$ cat src/rtl/word_packer.sv
// Reassembles a stream of HALF_W-bit half-words into registered 2*HALF_W-bit words with valid/ready on both sides.
// Optional macro WORD_PACKER_PARITY_EN adds a registered even-parity output parity_o.
module word_packer #(
   parameter int unsigned HALF_W = 16
) (
   input  logic                  clk_i,
   input  logic                  rst_i,
   input  logic                  sel_i,
   input  logic                  in_valid_i,
   output logic                  in_ready_o,
   input  logic [HALF_W-1:0]     data_i,
   input  logic                  flush_i,
   output logic                  out_valid_o,
   input  logic                  out_ready_i,
   output logic [2*HALF_W-1:0]   data_o,
   output logic                  half_pending_o
`ifdef WORD_PACKER_PARITY_EN
   ,
   output logic                  parity_o
`endif
);

   localparam int unsigned WORD_W = 2 * HALF_W;

   typedef enum logic {
      PH_FIRST  = 1'b0,
      PH_SECOND = 1'b1
   } phase_e;

   phase_e              phase_q, phase_d;
   logic [HALF_W-1:0]   held_q, held_d;
   logic                sel_q, sel_d;
   logic [WORD_W-1:0]   data_q, data_d;
   logic                valid_q, valid_d;
   logic [WORD_W-1:0]   word_c;
   logic                in_acc_c;
   logic                out_acc_c;
`ifdef WORD_PACKER_PARITY_EN
   logic                parity_q, parity_d;
`endif

   // State registers
   always_ff @(posedge clk_i) begin
      if (rst_i) begin
         phase_q  <= PH_FIRST;
         held_q   <= '0;
         sel_q    <= 1'b0;
         data_q   <= '0;
         valid_q  <= 1'b0;
`ifdef WORD_PACKER_PARITY_EN
         parity_q <= 1'b0;
`endif
      end else begin
         phase_q  <= phase_d;
         held_q   <= held_d;
         sel_q    <= sel_d;
         data_q   <= data_d;
         valid_q  <= valid_d;
`ifdef WORD_PACKER_PARITY_EN
         parity_q <= parity_d;
`endif
      end
   end

   // Handshake, assembly and next-state logic
   always_comb begin
      phase_d    = phase_q;
      held_d     = held_q;
      sel_d      = sel_q;
      data_d     = data_q;
      valid_d    = valid_q;
`ifdef WORD_PACKER_PARITY_EN
      parity_d   = parity_q;
`endif
      in_ready_o = 1'b0;

      word_c    = sel_q ? {data_i, held_q} : {held_q, data_i};
      out_acc_c = valid_q & out_ready_i;

      // The second half may only land when the output slot is free or draining now
      if (!flush_i) begin
         if (phase_q == PH_FIRST) in_ready_o = 1'b1;
         else                     in_ready_o = !valid_q | out_ready_i;
      end
      in_acc_c = in_valid_i & in_ready_o;

      if (out_acc_c) valid_d = 1'b0;

      if (flush_i) begin
         phase_d = PH_FIRST;
      end else if (in_acc_c) begin
         case (phase_q)
            PH_FIRST: begin
               held_d  = data_i;
               sel_d   = sel_i;
               phase_d = PH_SECOND;
            end
            PH_SECOND: begin
               data_d   = word_c;
               valid_d  = 1'b1;
`ifdef WORD_PACKER_PARITY_EN
               parity_d = ^word_c;
`endif
               phase_d  = PH_FIRST;
            end
            default: phase_d = PH_FIRST;
         endcase
      end
   end

   assign out_valid_o    = valid_q;
   assign data_o         = data_q;
   assign half_pending_o = (phase_q == PH_SECOND);
`ifdef WORD_PACKER_PARITY_EN
   assign parity_o       = parity_q;
`endif

endmodule

$ cat config.mk
export PLATFORM = sky130hd
export DESIGN_NAME = word_packer
export DESIGN_NICKNAME = d
export VERILOG_FILES = /design/src/rtl/word_packer.sv
export SDC_FILE = /design/constraint.sdc
export NUM_CORES = 1
export LEC_CHECK = 0
export ABC_AREA = 0
export CORE_MARGIN = 4
export CORE_UTILIZATION = 53
export DETAILED_ROUTE_END_ITERATION = 6
export HOLD_SLACK_MARGIN = 0.05
export PLACE_DENSITY_LB_ADDON = 0.12
export SKIP_CTS_REPAIR_TIMING = 1
export SLEW_MARGIN = 20
export SYNTH_ARGS = -nofsm -noshare
export SYNTH_HDL_FRONTEND = slang
export SYNTH_SLANG_ARGS = --single-unit
$ cat constraint.sdc
create_clock -name clk_i -period 2.5 [get_ports clk_i]
set_input_delay 0.25 -clock clk_i [delete_from_list [all_inputs] [get_ports clk_i]]
set_output_delay 0.25 -clock clk_i [all_outputs]
set_load 0.005 [all_outputs]
==> flow_metrics.env <==
export IMPL_status="finished clean"
export IMPL_hold_class="in -> reg"
export IMPL_clock_skew_ns=0.00733
export IMPL_num_rows=23
export IMPL_cap_violations=0
export IMPL_ys_seq_area_share_pct=44.0
export IMPL_syn_area_per_cell_sq_um=9.91
export IMPL_min_from="rst_i"
export IMPL_min_path_cells=2
export IMPL_netlist_instances=234
export IMPL_start_util_pct=56.4
export IMPL_reg2reg_depth=3
export IMPL_via_per_inst=5.64
export IMPL_tritoncts="built"
export IMPL_min_period_ns=1.83
export IMPL_cts_buffer_depth=2
export IMPL_drt_first_pass_iters=4
export IMPL_slew_viol_final=0
export IMPL_swShare_pct=23.9
export IMPL_yosysTopAreaCell="dfxtp_1"
export IMPL_ys_types=17
export IMPL_clock_latency_ns=0.30
export IMPL_synth_top_area_share_pct=44.0
export IMPL_routed_wl_microns=5260
export IMPL_p_seq_share_pct=52.9
export IMPL_yosys_warnings=0
export IMPL_clkPwrFrac_pct=34.4
export IMPL_post_dp_hpwl_microns=3460
export IMPL_final_nets=302
export IMPL_ioPinCount=57
export IMPL_hold_path_end="held_q[15]"
export IMPL_start_kind="input port"
export IMPL_r2r_start="sel_q"
export IMPL_tightest_slew_ns=0.588
export IMPL_cts_htree_levels=2
export IMPL_ant_nets=0
export IMPL_clock_root_buffer="clkbuf_8"
export IMPL_grt_first_pass_wirelength_microns=8420
export IMPL_synth_net_count=256
export IMPL_routabilityCongestion=0.721
export IMPL_grt_pass1_vias=1749
export IMPL_num_fill_cells=325
export IMPL_setup_violations=0
export IMPL_vias=1862
export IMPL_post_drt_wl_per_cell_microns=15.9
export IMPL_end_kind="output port"
export IMPL_dp_slack_ns=0.547
export IMPL_path_max_fanout=3
export IMPL_fin_setup_tns_ns=0
export IMPL_antenna_cells=0
export IMPL_area_delta_synth_final_pct=28.3
export IMPL_r2r_slack_ns=0.90
export IMPL_die_w_microns=74.2
export IMPL_dieArea_sq_um=5500
export IMPL_core_sq_um=4120
export IMPL_antenna_found_initial=0
export IMPL_fin_crit_sh_pct=73.3
export IMPL_critPathKind="in -> out"
export IMPL_drc=0
export IMPL_worstPathRequired_ns=2.25
export IMPL_finalHoldViolCount=0
export IMPL_drtIter0Drc=133
export IMPL_grt_max_degree=34
export IMPL_yosys_register_bits=51
export IMPL_combinationalPowerShare_pct=12.7
export IMPL_arrival_ns=1.58
export IMPL_ir_drop_mv=0.414
export IMPL_switchingPower_uw=388
export IMPL_grt_ovfl_total=0
export IMPL_syn_area_sq_um=2320
export IMPL_clkSlewWorstSetupHoldPaths_ns=0.09
export IMPL_grtUsageTotal_pct=19.7
export IMPL_setup_ws_ns=0.667
export IMPL_p_int_uw=1240
export IMPL_port_buffers=56
export IMPL_fp_dieH_microns=74.2
export IMPL_rsz0062_at_grt="no"
export IMPL_leakagePower_uw=0.000930
export IMPL_synthTopCellsByArea="dfxtp_1 (44%), a211oi_2 (16%), mux2i_1 (14%)"
export IMPL_fmax_mhz=546
export IMPL_regToRegEndpoint="data_o[16]"
export IMPL_cts_buffers=5
export IMPL_clock_sinks=51
export IMPL_drive_gt1_share_pct=17.9
export IMPL_cellPowerDensity_nw_per_um2=546
export IMPL_worst_slew_margin_rel_pct=60.8
==> kinds of logic after synthesis <==
group | count (synthesis) | share of synthesized area, %
muxes | 32 | 13.8
AOI/OAI and AO/OA | 83 | 27.8
buffers and inverters | 26 | 6.31
DFF | 51 | 44.0
and+or+nand+nor | 42 | 8.04
==> layout by cell type, fill, tap and decap left out, drive strengths merged <==
master	synthesis	routed
mux2i	32	32
nor2	1	1
clkdlybuf4s50	0	55
and2	1	1
and3b	1	1
dfxtp	51	51
nor4	1	1
nor3b	1	1
a211oi	32	32
nand2	35	35
nand2b	1	1
a21oi	51	51
bufinv	0	1
clkbuf	11	5
clkinvlp	0	1
buf	14	9
inv	1	1
or3b	1	1
==> layout make-up <==
class	instances	area (sq um)	share of cell area (%)
clock buffers	5	68.8	2.31
multi-input cells	157	1150	38.7
well taps	50	62.6	2.10
inverters	1	3.75	0.126
flip-flops and latches	51	1020	34.4
clock inverters	2	37.5	1.26
repair buffers	64	628	21.1
==> power by group through the flow <==
stage                     registers [uW]  clock network (uW)  logic (uW)
after global placement               878                   0         205
after global routing                 864                 598         226
after CTS                            860                 565         209
after detailed placement             878                   0         208
after floorplan                      872                   0         121
final                                860                 559         207
==> Yosys cell counts <==
library cell,number
a211oi_1,2
a211oi_2,30
a21oi_1,51
and2_4,1
and3b_1,1
buf_2,9
buf_6,5
clkbuf_1,11
dfxtp_1,51
inv_1,1
mux2i_1,32
nand2_1,35
nand2b_1,1
nor2_1,1
nor3b_2,1
nor4_1,1
or3b_2,1
==> flip-flops by register name, indices dropped and copies added (netlist names) <==
signal,count
held_q,16
half_pending_o,1
data_o,32
sel_q,1
out_valid_o,1
==> through the flow <==
step / cell area, sq um / instances / hold slack (ns) / power (uW) / util, %
floorplan: 2320 / 234 / 0.328 / 993 / -
global placement: 2870 / 323 / 0.455 / 1080 / 69.7
detailed placement: 2870 / 323 / 0.464 / 1090 / 69.7
CTS: 2980 / 330 / 0.452 / 1630 / 72.3
global route: 2980 / 330 / 0.468 / 1690 / 72.3
finish: 2980 / 330 / 0.446 / 1630 / 72.3
==> routing by layer <==
metal | track usage, % | part of all wire [%]
met3 | 4.59 | 4.8
met4 | 3.82 | 0.97
met1 | 27.1 | 47
met2 | 31.7 | 47
met5 | 0 | 0
==> worst max path at each step <==
stage,from,end,slack (ns),cells after the start
final,out_ready_i,in_ready_o,0.67,5
after global routing,out_ready_i,in_ready_o,0.60,5
after CTS,out_ready_i,in_ready_o,0.65,5
after detailed placement,out_ready_i,data_o[29],0.55,5
after global placement,out_ready_i,data_o[29],0.60,5
after floorplan,half_pending_o,held_q[6],1.14,5
==> worst max-delay path, stage by stage <==
cell and delay [ns]:
clkdlybuf4s50_1 0.45, nand2b_1 0.16, inv_1 0.07, a21oi_1 0.14, clkdlybuf4s50_1 0.51
(Power assumes the default switching activity.)
